File: src/rtl/p2s_pkg.sv
// Shared definitions for the parallel-load/serial-shift sequencers:
// controller state encoding and a counter-width helper.
package p2s_pkg;

    typedef enum logic [2:0] {
        S_IDLE  = 3'd0,
        S_LOAD  = 3'd1,
        S_SH_LO = 3'd2,
        S_SH_HI = 3'd3,
        S_LATCH = 3'd4,
        S_DONE  = 3'd5
    } p2s_state_t;

    // Counter width for values 0..value-1, never narrower than one bit.
    function automatic int clog2_min1(input int value);
        return (value <= 2) ? 1 : $clog2(value);
    endfunction

endpackage

File: src/rtl/p2s_shift_core.sv
// Parallel-load / serial-shift register: SL=1 loads p_in, SL=0 shifts left
// with s_in entering bit 0, en=0 holds.
module p2s_shift_core #(
    parameter int DATA_W = 8
) (
    input  logic              clk,
    input  logic              rst,
    input  logic              en,
    input  logic              SL,
    input  logic              s_in,
    input  logic [DATA_W-1:0] p_in,
    output logic [DATA_W-1:0] Q
);

    always_ff @(posedge clk or posedge rst) begin
        if (rst)
            Q <= '0;
        else if (en)
            Q <= SL ? p_in : {Q[DATA_W-2:0], s_in};
    end

endmodule

File: src/rtl/p2s_shift_ctrl.sv
// Frame sequencer: captures NUM_WORDS words on start, then loads and shifts
// each word MSB-first on a divided serial clock, ending with a latch strobe.
module p2s_shift_ctrl
    import p2s_pkg::*;
#(
    parameter int DATA_W    = 8,
    parameter int NUM_WORDS = 2,
    parameter int CLK_DIV   = 2
) (
    input  logic                        clk,
    input  logic                        rst,
    input  logic                        start,
    input  logic [DATA_W*NUM_WORDS-1:0] data_in,
    output logic                        busy,
    output logic                        done,
    output logic                        ser_clk,
    output logic                        ser_data,
    output logic                        ser_latch
);

    localparam int DIV_W = clog2_min1(CLK_DIV);
    localparam int BIT_W = clog2_min1(DATA_W + 1);
    localparam int IDX_W = clog2_min1(NUM_WORDS);

    localparam logic [DIV_W-1:0] DIV_LAST = DIV_W'(CLK_DIV - 1);
    localparam logic [BIT_W-1:0] BIT_FULL = BIT_W'(DATA_W);
    localparam logic [BIT_W-1:0] BIT_ONE  = BIT_W'(1);
    localparam logic [IDX_W-1:0] IDX_LAST = IDX_W'(NUM_WORDS - 1);

    p2s_state_t                       state, state_n;
    logic [NUM_WORDS-1:0][DATA_W-1:0] frame;
    logic [DIV_W-1:0]                 div_cnt;
    logic [BIT_W-1:0]                 bit_cnt;
    logic [IDX_W-1:0]                 word_idx;
    logic                             sr_en, sr_sl;
    logic                             div_last, timed;
    logic [DATA_W-2:0]                sr_unused;

    assign div_last = (div_cnt == DIV_LAST);
    assign timed    = (state == S_SH_LO) || (state == S_SH_HI) || (state == S_LATCH);

    always_comb begin
        state_n = state;
        sr_en   = 1'b0;
        sr_sl   = 1'b0;
        case (state)
            S_IDLE:  if (start) state_n = S_LOAD;
            S_LOAD: begin
                sr_en   = 1'b1;
                sr_sl   = 1'b1;
                state_n = S_SH_LO;
            end
            S_SH_LO: if (div_last) state_n = S_SH_HI;
            S_SH_HI: begin
                if (div_last) begin
                    sr_en = 1'b1;
                    if (bit_cnt != BIT_ONE)
                        state_n = S_SH_LO;
                    else if (word_idx == IDX_LAST)
                        state_n = S_LATCH;
                    else
                        state_n = S_LOAD;
                end
            end
            S_LATCH: if (div_last) state_n = S_DONE;
            S_DONE:  state_n = S_IDLE;
            default: state_n = S_IDLE;
        endcase
    end

    always_ff @(posedge clk or posedge rst) begin
        if (rst)
            state <= S_IDLE;
        else
            state <= state_n;
    end

    // Outputs are decoded from the next state so they are plain flops that
    // line up exactly with the state they describe.
    always_ff @(posedge clk or posedge rst) begin
        if (rst) begin
            busy      <= 1'b0;
            done      <= 1'b0;
            ser_clk   <= 1'b0;
            ser_latch <= 1'b0;
        end else begin
            busy      <= (state_n != S_IDLE);
            done      <= (state_n == S_DONE);
            ser_clk   <= (state_n == S_SH_HI);
            ser_latch <= (state_n == S_LATCH);
        end
    end

    always_ff @(posedge clk or posedge rst) begin
        if (rst) begin
            frame    <= '0;
            word_idx <= '0;
            bit_cnt  <= '0;
            div_cnt  <= '0;
        end else begin
            div_cnt <= (timed && state_n == state) ? div_cnt + 1'b1 : '0;
            case (state)
                S_IDLE: begin
                    if (start) begin
                        frame    <= data_in;
                        word_idx <= '0;
                    end
                end
                S_LOAD: bit_cnt <= BIT_FULL;
                S_SH_HI: begin
                    if (div_last) begin
                        bit_cnt <= bit_cnt - 1'b1;
                        if (bit_cnt == BIT_ONE && word_idx != IDX_LAST)
                            word_idx <= word_idx + 1'b1;
                    end
                end
                default: ;
            endcase
        end
    end

    // Zeros shift in behind the data, so the register is empty once a word is out.
    p2s_shift_core #(.DATA_W(DATA_W)) u_core (
        .clk  (clk),
        .rst  (rst),
        .en   (sr_en),
        .SL   (sr_sl),
        .s_in (1'b0),
        .p_in (frame[word_idx]),
        .Q    ({ser_data, sr_unused})
    );

endmodule
File: config.mk
export PLATFORM = sky130hd
export DESIGN_NAME = p2s_shift_ctrl
export DESIGN_NICKNAME = d
export VERILOG_FILES = /design/src/rtl/p2s_pkg.sv /design/src/rtl/p2s_shift_core.sv /design/src/rtl/p2s_shift_ctrl.sv
export SDC_FILE = /design/constraint.sdc
export NUM_CORES = 1
export LEC_CHECK = 0
export ABC_CLOCK_PERIOD_IN_PS = 4000
export BUFFER_PORTS_ARGS = -buffer_cell sky130_fd_sc_hd__buf_4
export CAP_MARGIN = 20
export CORE_UTILIZATION = 50
export DETAILED_ROUTE_END_ITERATION = 10
export MAX_ROUTING_LAYER = met4
export PLACE_DENSITY = 0.74
export SYNTH_ARGS = -nofsm -noshare
export SYNTH_HDL_FRONTEND = slang
export SYNTH_SLANG_ARGS = --single-unit
File: constraint.sdc
create_clock -name clk -period 4 [get_ports clk]
set_input_delay 0.2 -clock clk [delete_from_list [all_inputs] [get_ports clk]]
set_output_delay 0.2 -clock clk [all_outputs]
set_load 0.05 [all_outputs]
==> summary by stage <==
Drt
The final wirelength is 2.932 mm. The final antenna-violating net count is 0. The detailed router finished its first iteration with 49 violations.

For this run, the detailed router's first-pass iteration total came to 4. In the routed design, unresolved DRC markers number 0. In the routed layout, each cell is associated on average with a via count of 5.371. The routed length per placed instance is 14.51 microns. The detailed router placed roughly 1100 vias in this run.

Layout
The finished layout holds 202 standard cells, fillers aside. In the layout the commonest cells are dfrtp_1 (37), mux2_2 (26), buf_4 (24), mux2i_1 (12), inv_1 (9). The most common cell after layout, fill and taps aside is dfrtp_1. The number of antenna diodes in the final layout is 0.

The fraction of final layout cells sized beyond drive strength 1 is 0.3734. The post-layout utilization of the core is 0.6250. Relative to the synthesized area, the layout overhead comes to 14.46%. The final-stage net count is 178.

The post-route cell area is 1971 sq um.

Setup path
Broken down by cell family, the worst path's largest delay share belongs to simple AND/OR/NAND/NOR gates. The source of the worst register-to-register timing path is state[0]. Data on the critical path arrives at its endpoint at 2340 ps. The critical path goes through nor2b_1 > and2_1 > mux2_2. The classification of the worst setup path is flop to flop. The reg2reg setup slack is 1890 ps. The worst setup path is launched from a flop. For this run, the slowest stage of the critical path takes 540 ps. In this run the number of cells on the critical path is 3. The number of buffers and inverters on the critical path is 0. The endpoint type of the worst setup path is a flop. At the worst endpoint, the required time is 4230 ps.

In this run the critical register-to-register path is captured at u_core.Q[6]. On the critical path, the stage with the largest delay is an instance of nor2b_1. For the worst flop-to-flop path, the logic depth is 3. Of all nets on the critical path, the largest fanout is 10.

Yosys
The synthesized netlist net count is 153. The largest total area in the synthesized netlist belongs to dfrtp_1. After technology mapping, the gate count stands at 132. The average instance in the mapped netlist occupies 13.04 sq um. The number of enable-type register cells in the synthesized netlist is 0.

Yosys attributes the largest share of cell area to dfrtp_1 (54%), mux2_2 (17%), mux2i_1 (7.0%). The total number of yosys warnings is 0. For this run, the leading register cell type out of synthesis is dfrtp_1. In this run, distinct cell masters in the synthesized netlist total 34. The post-synthesis async set-or-reset flop share is 1.000.

After synthesis the netlist holds a flip-flop and latch count of 37. The share of Yosys cell area claimed by the top area cell type is 0.5378. The combined area of all synthesized cells is 1722 sq um. The portion of the post-synthesis area used by sequential elements is 0.5378.

STA
The number of setup violations in the final report is 0. The slack of the critical path is around 1900 ps. Across the routed clock network, the largest skew measured is 10.16 ps.

The hold violation total from the final report was 0. The fmax is 473.2 MHz. Setup repair after global routing left no endpoint under its margin. The final hold slack is 80.73 ps. The number of slew-limit violations in the final report was 0. Summed over all failing endpoints, the final setup total negative slack is 0 ps. For the pin with the worst max-slew slack, the measured transition is 580.8 ps. The headroom to the max-slew limit is 0.6120. In the finished design, the share of the clock period the worst path needs comes to 0.5283. After layout, the minimum clock period comes to 2113 ps.

Clocking
The insertion delay to the later sink of the worst-skew pair is 350 ps. After clock tree synthesis, the clock-pin slew on the worst setup and hold paths is 100 ps. TritonCTS built the clock tree. The root buffer cell chosen for the clock tree is clkbuf_4. The H-tree depth reported by CTS is 2. The deepest clock path buffer count is 2. The number of buffers created by CTS is 5. In this run, post-CTS repair resized a total of 0 instances. For this design, the sink count on the clock tree is 37.

GRT
The pin count of the biggest net entering global routing is 38. The number of global-route vias before repair was 1076. The overall global routing resource usage is 0.2019.

The met2 routing resource usage after global routing is 0.3108. The global-route track usage on met1 is 0.2444. The global-route congestion overflow total is 0. For met3 alone, demand over resource in global routing was 0.06397. In this run the most used layer during global routing was met2. The first global-routing pass estimated 4.947 mm of wire.

The number of antenna violations at the first check in global routing was 0.

Worst hold path
The path with the worst hold slack has its endpoint at frame[10]. The worst min-delay path startpoint is data_in[10]. The class of the worst hold path is primary input to flop.

The hold-critical path depth is 2.

Pwr
The total design power is 1.373 mW. Of the total power, the clock network draws 0.134. The share of total power dissipated in sequential elements is 0.485. Summed over all nets, the switching power comes to ~0.50 mW. The internal power summed over all cells is ~0.9 mW.

Of the total power, the share spent switching nets is 0.3613. The power density relative to cell area is 696.9 nW/um^2. The maximum vdd drop is about 0.00034 V.

The reported leakage power is 0.8899 nW. Of the total power, combinational logic draws 0.381.

Placed design
The pre-CTS worst setup slack is 1706 ps. Input and output buffers added on the ports amount to 23. The placed instance area is 1896 sq um. The routability-driven placement congestion ratio is about 0.8. The half-perimeter wire length of the detailed placement result is between 2 and 2.5 mm.

Including well taps, the total number of placed cells is 191.

Floorplan
For this design the top-level I/O count stands at 24. The floorplan step defined a core boundary enclosing 3153 sq um. For this configuration, the core starts out at a cell density of 0.5460.

Measured along the x axis, the die boundary spans around 60 microns. In this run the vertical extent of the chip is 60.68 microns. The die covers 3682 sq um. The floorplan has 20 rows.

Flow run
The number of violations of the max-capacitance limit is 0.

Status
The flow ran to the end, and the final reports show no timing, DRC or antenna violations.
==> per-layer routing <==
layer  vias to the layer above  part of all wire
met5                         -                 0
met4                         0             0.015
met3                         4             0.046
met2                        28              0.50
met1                       535              0.44
li1                        518                 -
==> power by group through the flow <==
| stage | sequential (mW) | clock (mW) | combinational [mW] |
|---|---|---|---|
| 2_1_floorplan | 0.639 | 0 | 0.445 |
| 3_3_place_gp | 0.655 | 0 | 0.498 |
| 3_5_place_dp | 0.673 | 0 | 0.523 |
| 4_1_cts | 0.666 | 0.192 | 0.525 |
| 5_1_grt | 0.691 | 0.212 | 0.573 |
| 6_report | 0.665 | 0.184 | 0.524 |
==> state kept, by name, summed over array words and instances, names as in the netlist <==
signal / count
done: 1
u_core.Q: 8
bit_cnt: 4
state: 3
ser_latch: 1
busy: 1
ser_clk: 1
word_idx: 1
div_cnt: 1
frame: 16
==> logic make-up after synthesis <==
kind of cell | after synthesis | share of synthesized area
compound gates | 14 | 0.05378
xor+xnor | 1 | 0.005088
flops | 37 | 0.5378
fa+ha+maj | 2 | 0.01453
mux | 39 | 0.2464
buf+inv | 18 | 0.05523
simple gates | 21 | 0.08721
==> synthesized netlist by cell type (all sizes together), types with 2 or more instances <==
cell / count
a21oi: 2
a31oi: 2
and2: 2
buf: 8
dfrtp: 37
ha: 2
inv: 9
mux2: 27
mux2i: 12
nand2: 2
nand2b: 2
nand3: 2
nand4: 2
nor2: 2
nor3b: 2
o21ai: 3
o22ai: 2
==> how the worst max path moves through the flow <==
stage | start | end | slack, ps
after global routing | state[0] | u_core.Q[6] | 1800
after floorplan | state[1] | u_core.Q[2] | 2350
after detailed placement | state[1] | u_core.Q[3] | 1710
final | state[0] | u_core.Q[6] | 1890
after global placement | state[1] | u_core.Q[2] | 1780
after CTS | state[1] | u_core.Q[2] | 1700
==> final cells by class <==
type,instances,area [sq um]
clock buffers,8,48.80
fillers,262,1182
inverters,9,33.78
multi-input cells,77,700.7
flip-flops and latches,37,925.9
well taps,44,55.05
repair buffers,27,206.4
==> repair_timing <==
item	CTS	global route
endpoints found under the hold margin	37	0
buffers inserted	0	0
hold buffers	1	0
Power figures use the tool's default switching activity.
